**src/rtl/mtimer_pkg.sv**
```systemverilog
// Shared constants for the machine timer: register offsets, IRQ bit indices
// shared with CLINT, and reset values.
package mtimer_pkg;

  typedef enum logic [2:0] {
    MTIME_LO    = 3'd0,
    MTIME_HI    = 3'd1,
    MTIMECMP_LO = 3'd2,
    MTIMECMP_HI = 3'd3,
    CTRL        = 3'd4,
    MSIP        = 3'd5,
    RSVD6       = 3'd6,
    RSVD7       = 3'd7
  } reg_e;

  localparam int unsigned IRQ_TIMER = 0;
  localparam int unsigned IRQ_SOFT  = 1;
  localparam int unsigned IRQ_W     = 8;

  localparam logic [63:0] MTIMECMP_RST = '1;

  // ctrl register layout: prescale in [31:16], enable in [0]
  function automatic logic [31:0] ctrl_word(input logic [15:0] prescale, input logic en);
    return {prescale, 15'b0, en};
  endfunction

endpackage

```
**src/rtl/mtimer_if.sv**
```systemverilog
// Data-memory bus slice seen by the machine timer (MEM-stage access).
interface mtimer_if;
  logic [31:0] addr;
  logic        we;
  logic        re;
  logic [31:0] wdata;
  logic [31:0] rdata;
  logic        rvalid;
  logic        sel;

  modport master (output addr, we, re, wdata, input rdata, rvalid, sel);
  modport slave  (input addr, we, re, wdata, output rdata, rvalid, sel);
endinterface

```
**src/rtl/mtimer_prescaler.sv**
```systemverilog
// Programmable divider producing one mtime tick every (prescale + 1) enabled cycles.
module mtimer_prescaler (
  input  logic        clk,
  input  logic        rst,
  input  logic        en,
  input  logic [15:0] prescale,
  input  logic        clr,
  output logic        tick
);

  logic [15:0] pcnt;

  assign tick = en && (pcnt == prescale);

  always_ff @(posedge clk) begin
    if (rst) begin
      pcnt <= '0;
    end else if (clr) begin
      pcnt <= '0;
    end else if (en) begin
      pcnt <= tick ? '0 : pcnt + 16'd1;
    end
  end

endmodule

```
**src/rtl/mtimer.sv**
```systemverilog
// Memory-mapped machine timer: 64-bit mtime/mtimecmp, prescaler, msip,
// registered level interrupt requests to CLINT.
module mtimer
  import mtimer_pkg::*;
#(
  parameter logic [31:0] BASE_ADDR = 32'h0200_0000
) (
  input  logic          clk,
  input  logic          rst,
  mtimer_if.slave       bus,
  output logic [IRQ_W-1:0] interrupt_flag
);

  logic [31:0] time_lo;
  logic [31:0] time_hi;
  logic [31:0] cmp_lo;
  logic [31:0] cmp_hi;
  logic [31:0] shadow;
  logic [15:0] prescale;
  logic        en;
  logic        msip;
  logic        tick;

  reg_e        idx;
  logic        wr;
  logic        rd;
  logic        ctrl_wr;
  logic [32:0] lo_inc;
  logic [31:0] rd_val;
  logic [IRQ_W-1:0] irq_next;
  logic [1:0]  unused_addr;

  assign unused_addr = bus.addr[1:0];

  assign bus.sel = (bus.addr[31:5] == BASE_ADDR[31:5]);
  assign idx     = reg_e'(bus.addr[4:2]);
  assign wr      = bus.sel && bus.we;
  assign rd      = bus.sel && bus.re;
  assign ctrl_wr = wr && (idx == CTRL);

  mtimer_prescaler u_prescaler (
    .clk      (clk),
    .rst      (rst),
    .en       (en),
    .prescale (prescale),
    .clr      (ctrl_wr),
    .tick     (tick)
  );

  assign lo_inc = {1'b0, time_lo} + {32'b0, tick};

  // Read mux uses pre-edge values, so a same-cycle write returns the old value.
  always_comb begin
    rd_val = '0;
    case (idx)
      MTIME_LO:    rd_val = time_lo;
      MTIME_HI:    rd_val = shadow;
      MTIMECMP_LO: rd_val = cmp_lo;
      MTIMECMP_HI: rd_val = cmp_hi;
      CTRL:        rd_val = ctrl_word(prescale, en);
      MSIP:        rd_val = {31'b0, msip};
      default:     rd_val = '0;
    endcase
  end

  always_comb begin
    irq_next            = '0;
    irq_next[IRQ_TIMER] = ({time_hi, time_lo} >= {cmp_hi, cmp_lo});
    irq_next[IRQ_SOFT]  = msip;
  end

  // A lo write suppresses the tick entirely; a hi write lets lo tick but drops its carry.
  always_ff @(posedge clk) begin
    if (rst) begin
      time_lo <= '0;
      time_hi <= '0;
    end else if (wr && (idx == MTIME_LO)) begin
      time_lo <= bus.wdata;
    end else if (wr && (idx == MTIME_HI)) begin
      time_hi <= bus.wdata;
      time_lo <= lo_inc[31:0];
    end else begin
      time_lo <= lo_inc[31:0];
      time_hi <= time_hi + {31'b0, lo_inc[32]};
    end
  end

  always_ff @(posedge clk) begin
    if (rst) begin
      cmp_lo   <= MTIMECMP_RST[31:0];
      cmp_hi   <= MTIMECMP_RST[63:32];
      en       <= 1'b0;
      prescale <= '0;
      msip     <= 1'b0;
    end else if (wr) begin
      case (idx)
        MTIMECMP_LO: cmp_lo <= bus.wdata;
        MTIMECMP_HI: cmp_hi <= bus.wdata;
        CTRL: begin
          en       <= bus.wdata[0];
          prescale <= bus.wdata[31:16];
        end
        MSIP:        msip <= bus.wdata[0];
        default: ;
      endcase
    end
  end

  always_ff @(posedge clk) begin
    if (rst) begin
      bus.rdata      <= '0;
      bus.rvalid     <= 1'b0;
      shadow         <= '0;
      interrupt_flag <= '0;
    end else begin
      bus.rvalid     <= rd;
      interrupt_flag <= irq_next;
      if (rd) begin
        bus.rdata <= rd_val;
      end
      if (rd && (idx == MTIME_LO)) begin
        shadow <= time_hi;
      end
    end
  end

endmodule
```
**src/flat_wrapper.sv**
```systemverilog
// flat-port wrapper written by rule: the top's interface ports become plain ports
module mtimer_flat import mtimer_pkg::*;
#(
  parameter logic [31:0] BASE_ADDR = 32'h0200_0000
)
  (clk, rst, interrupt_flag, bus_addr, bus_we, bus_re, bus_wdata, bus_rdata, bus_rvalid, bus_sel);
  mtimer_if bus_i ();
  input  logic clk;
  input  logic rst;
  output logic [IRQ_W-1:0] interrupt_flag;
  input wire logic [$bits(bus_i.addr)-1:0] bus_addr;
  input wire logic [$bits(bus_i.we)-1:0] bus_we;
  input wire logic [$bits(bus_i.re)-1:0] bus_re;
  input wire logic [$bits(bus_i.wdata)-1:0] bus_wdata;
  output wire logic [$bits(bus_i.rdata)-1:0] bus_rdata;
  output wire logic [$bits(bus_i.rvalid)-1:0] bus_rvalid;
  output wire logic [$bits(bus_i.sel)-1:0] bus_sel;
  assign bus_i.addr = bus_addr;
  assign bus_i.we = bus_we;
  assign bus_i.re = bus_re;
  assign bus_i.wdata = bus_wdata;
  assign bus_rdata = bus_i.rdata;
  assign bus_rvalid = bus_i.rvalid;
  assign bus_sel = bus_i.sel;
  mtimer #(.BASE_ADDR(BASE_ADDR)) u_core (.clk(clk), .rst(rst), .bus(bus_i), .interrupt_flag(interrupt_flag));
endmodule
```
**config.mk**
```make
export PLATFORM = sky130hd
export DESIGN_NAME = mtimer_flat
export DESIGN_NICKNAME = d
export VERILOG_FILES = /design/src/rtl/mtimer_pkg.sv /design/src/rtl/mtimer_if.sv /design/src/rtl/mtimer_prescaler.sv /design/src/rtl/mtimer.sv /design/src/flat_wrapper.sv
export SDC_FILE = /design/constraint.sdc
export NUM_CORES = 1
export LEC_CHECK = 0
export BUFFER_PORTS_ARGS = -buffer_cell sky130_fd_sc_hd__buf_2
export CELL_PAD_IN_SITES_DETAIL_PLACEMENT = 1
export CELL_PAD_IN_SITES_GLOBAL_PLACEMENT = 1
export CORE_MARGIN = 10
export CORE_UTILIZATION = 40
export CTS_CLUSTER_DIAMETER = 120
export DETAILED_ROUTE_END_ITERATION = 10
export GPL_ROUTABILITY_DRIVEN = 0
export PLACE_DENSITY_LB_ADDON = 0.1
export SLEW_MARGIN = 15
export SYNTH_ARGS = -nofsm -noshare
export SYNTH_HDL_FRONTEND = slang
export SYNTH_SLANG_ARGS = --single-unit
```
**constraint.sdc**
```tcl
create_clock -name clk -period 11.6 [get_ports clk]
set_clock_uncertainty 0.1 [all_clocks]
set_input_delay 2.32 -clock clk [delete_from_list [all_inputs] [get_ports clk]]
set_output_delay 2.32 -clock clk [all_outputs]
set_load 0.01 [all_outputs]
```
==> results.json <==
{
  "dr.pass1.iters": 4,
  "synth-warning-count": 0,
  "vias": 11100,
  "start_kind": "input port",
  "critPathKind": "in2out",
  "ir_worst_vdd_mv": 0.1022,
  "worstPathArrival_ns": 3.44,
  "rows": 64,
  "start_util_pct": 40.88,
  "grt_busiest_layer": "met2",
  "clock_power_share_pct": 51.0,
  "critical_path_buf_inv_count": 2,
  "slowest_stage": "nor4_2",
  "grt_pass1_wl_mm": 68.32,
  "placed_area_um2": 13200,
  "synth_edf_count": 0,
  "met1_usage_pct": 28.43,
  "crit_chain": "buf_2, nor4_2, nand4_2, nor2_1, buf_2",
  "die_x_um": 197.5,
  "r2r_end": "u_core.time_hi[22]",
  "fin_cells": 1935,
  "cts_tree": "built",
  "async_reset_ff_share_pct": 0,
  "synth_ff_type": "dfxtp_1",
  "clockRootBuffer": "clkbuf_16",
  "nFillCells": 3677,
  "hold_viol_final": 0,
  "slowest_delay_ns": 0.39,
  "cts_made_buffers": 28,
  "final_core_util_pct": 45.86,
  "worst_pin_slew_ns": 1.157,
  "syn_inst": 1473,
  "cts-htree-levels": 1,
  "clk_latency_ns": 0.56,
  "yosys.area_share.xor_xnor_pct": 4.100,
  "synth_mux_area_share_pct": 8.628,
  "yosysMostFrequentCell": "dfxtp_1",
  "p_switching_mw": 0.4230,
  "clockBufferDepth": 3,
  "drive_gt1_share_pct": 14.04,
  "via_per_inst": 5.737,
  "swShare_pct": 23.94,
  "synth-compound-area-share_pct": 16.86,
  "fin_ws_ns": 5.739,
  "period_share_pct": 50.52,
  "critPathTopFamily": "simple AND/OR/NAND/NOR gates",
  "fin_nets": 1654,
  "min_period_ns": 5.861,
  "core-area_um2": 30830,
  "power.density_nw_per_um2": 125.0,
  "hold_buffers": 0,
  "design_area_um2": 14140,
  "hold_depth": 2,
  "crit_top_cell": "buf_2",
  "fp.dieArea_um2": 39000,
  "synth_area_per_cell_um2": 8.555,
  "fmax_mhz": 170.6,
  "seqPwrFrac_pct": 44.5,
  "grt_usage_pct": 22.11,
  "holdWs_ns": 0.3521,
  "tns_ns": 0,
  "grt_util_met3_pct": 2.709,
  "reg2reg_slack_ns": 5.86,
  "dp_hpwl_mm": 29.57,
  "whs_endpoint": "u_core.bus.rdata[2]",
  "die_h_um": 197.5,
  "drt_wl_total_mm": 43.72,
  "postCtsSetupBuffers": 0,
  "drc": 0,
  "outcome": "completed",
  "synth_cell_types": 67,
  "synth-simple-area-share_pct": 20.76,
  "cts.sinks": 229,
  "rsz0062_at_grt": "false",
  "drt-initial-drc-count": 594,
  "synthAdderAreaFrac_pct": 6.851,
  "grt_pass1_vias": 11520,
  "placed_cells": 1883,
  "cts_resized": 0,
  "reg2regPathDepth": 20,
  "clk_pin_slew_ns": 0.06,
  "drtAntennaViolNets": 0,
  "hold_start": "u_core.bus.rdata[2]",
  "pin_count": 110,
  "area_growth_pct": 12.19,
  "synthTopCellsByArea": "dfxtp_1 36%, ha_1 6.9%, mux2i_1 5.3%, nor2_1 4.5%, nand2_1 4.3%",
  "netlist_area_um2": 12600,
  "drv_cap": 0,
  "p_int_mw": 1.344,
  "timing.rr.start": "u_core.u_prescaler.pcnt[7]",
  "wl_per_cell_um": 22.60,
  "antenna_found_initial": 0,
  "finalSetupViolations": 0,
  "required_ns": 9.18,
  "grt_start_max_net_pins": 82,
  "yosysTopAreaCellShare_pct": 36.38,
  "diodes": 0,
  "maxSlewViolCount": 0,
  "pwr-share-comb_pct": 4.5,
  "relSlewSlack_pct": 22.71,
  "port_buffers": 101,
  "overflow": 0,
  "ys_ff_latch": 229,
  "cp_max_fo": 4,
  "yosysSeqAreaShare_pct": 36.38,
  "end_kind": "output pin",
  "ys_top_cells_by_count": "229 x dfxtp_1, 151 x nor2_1, 146 x nand2_1, 100 x a21oi_1, 70 x inv_1",
  "grt_use_met2_pct": 37.83,
  "p_leak_nw": 5.835,
  "p_total_mw": 1.767,
  "synth_top_family_by_area": "simple AND/OR/NAND/NOR gates",
  "yosysTopAreaCell": "dfxtp_1",
  "dp_slack_ns": 5.762,
  "hold_path.class": "reg2reg"
}
[tightest hold or removal path: stages, from the launching register on]
cell	delay, ns
dfxtp_1	0.30
nand2_1	0.05
a21oi_1	0.05
[power groups by stage]
stage                     clock (mW)  sequential (mW)  combinational [mW]
after floorplan                    0            0.804              0.0418
after global placement             0            0.804              0.0792
after detailed placement           0            0.804              0.0796
after CTS                      0.920            0.786              0.0799
after global routing           0.951            0.786              0.0849
final                          0.901            0.786              0.0798
[kinds of logic (layout without fill, tap and decap cells)]
| logic type | after synthesis | count (layout) |
|---|---|---|
| flops | 229 | 229 |
| compound gates | 331 | 331 |
| fa+ha+maj | 69 | 69 |
| simple gates | 520 | 520 |
| other cells | 1 | 6 |
| xor+xnor | 59 | 59 |
| buf+inv | 176 | 237 |
| mux | 88 | 88 |
[sequential cells by signal, indices dropped and copies added (netlist names)]
signal and flops:
u_core.cmp_lo 32, u_core.cmp_hi 32, u_core.bus.rdata 32, u_core.time_lo 32
u_core.interrupt_flag 2, u_core.shadow 32, u_core.msip 1, u_core.bus.rvalid 1
u_core.u_prescaler.pcnt 16, u_core.time_hi 32, u_core.prescale 16, u_core.en 1
[worst max path at each step]
stage,startpoint,end,slack [ns],depth (start not counted)
global placement,bus_addr[14],bus_sel,5.77,5
global route,u_core.u_prescaler.pcnt[7],u_core.time_hi[22],5.45,20
finish,bus_addr[14],bus_sel,5.74,5
floorplan,bus_addr[15],bus_sel,6.10,3
CTS,bus_addr[15],bus_sel,5.75,5
detailed placement,bus_addr[15],bus_sel,5.76,5
[cell type report]
class                   count  area, µm²  share of cell area, %
flip-flops and latches    229       4584                  32.42
repair buffers            115      613.1                  4.336
multi-input cells        1073       7241                  51.21
clock buffers              40      815.8                  5.770
inverters                  70      264.0                  1.867
clock inverters            12      125.1                 0.8850
well taps                 396      495.5                  3.504
[cell usage in the layout, fill, tap and decap left out, types with 22 or more instances in the layout]
cell type,synthesis,routed
nor2_1,151,151
mux2i_1,67,67
o211ai_1,64,64
nor3_1,38,38
o21ai_0,55,55
ha_1,69,69
xnor2_1,37,37
buf_2,31,100
nand4_1,30,30
nand3_1,32,32
clkbuf_16,0,28
xor2_1,22,22
nand2_1,146,146
a211oi_1,30,30
dfxtp_1,229,229
a21oi_1,100,100
inv_1,70,69
[metal layers]
| metal | up-vias | part of all wire (%) |
|---|---|---|
| met3 | 58 | 3.6 |
| met2 | 199 | 48 |
| li1 | 5336 | - |
| met1 | 5509 | 46 |
| met4 | 0 | 3.0 |
| met5 | - | 0 |
Note: power is estimated with default switching activity, not from simulation.
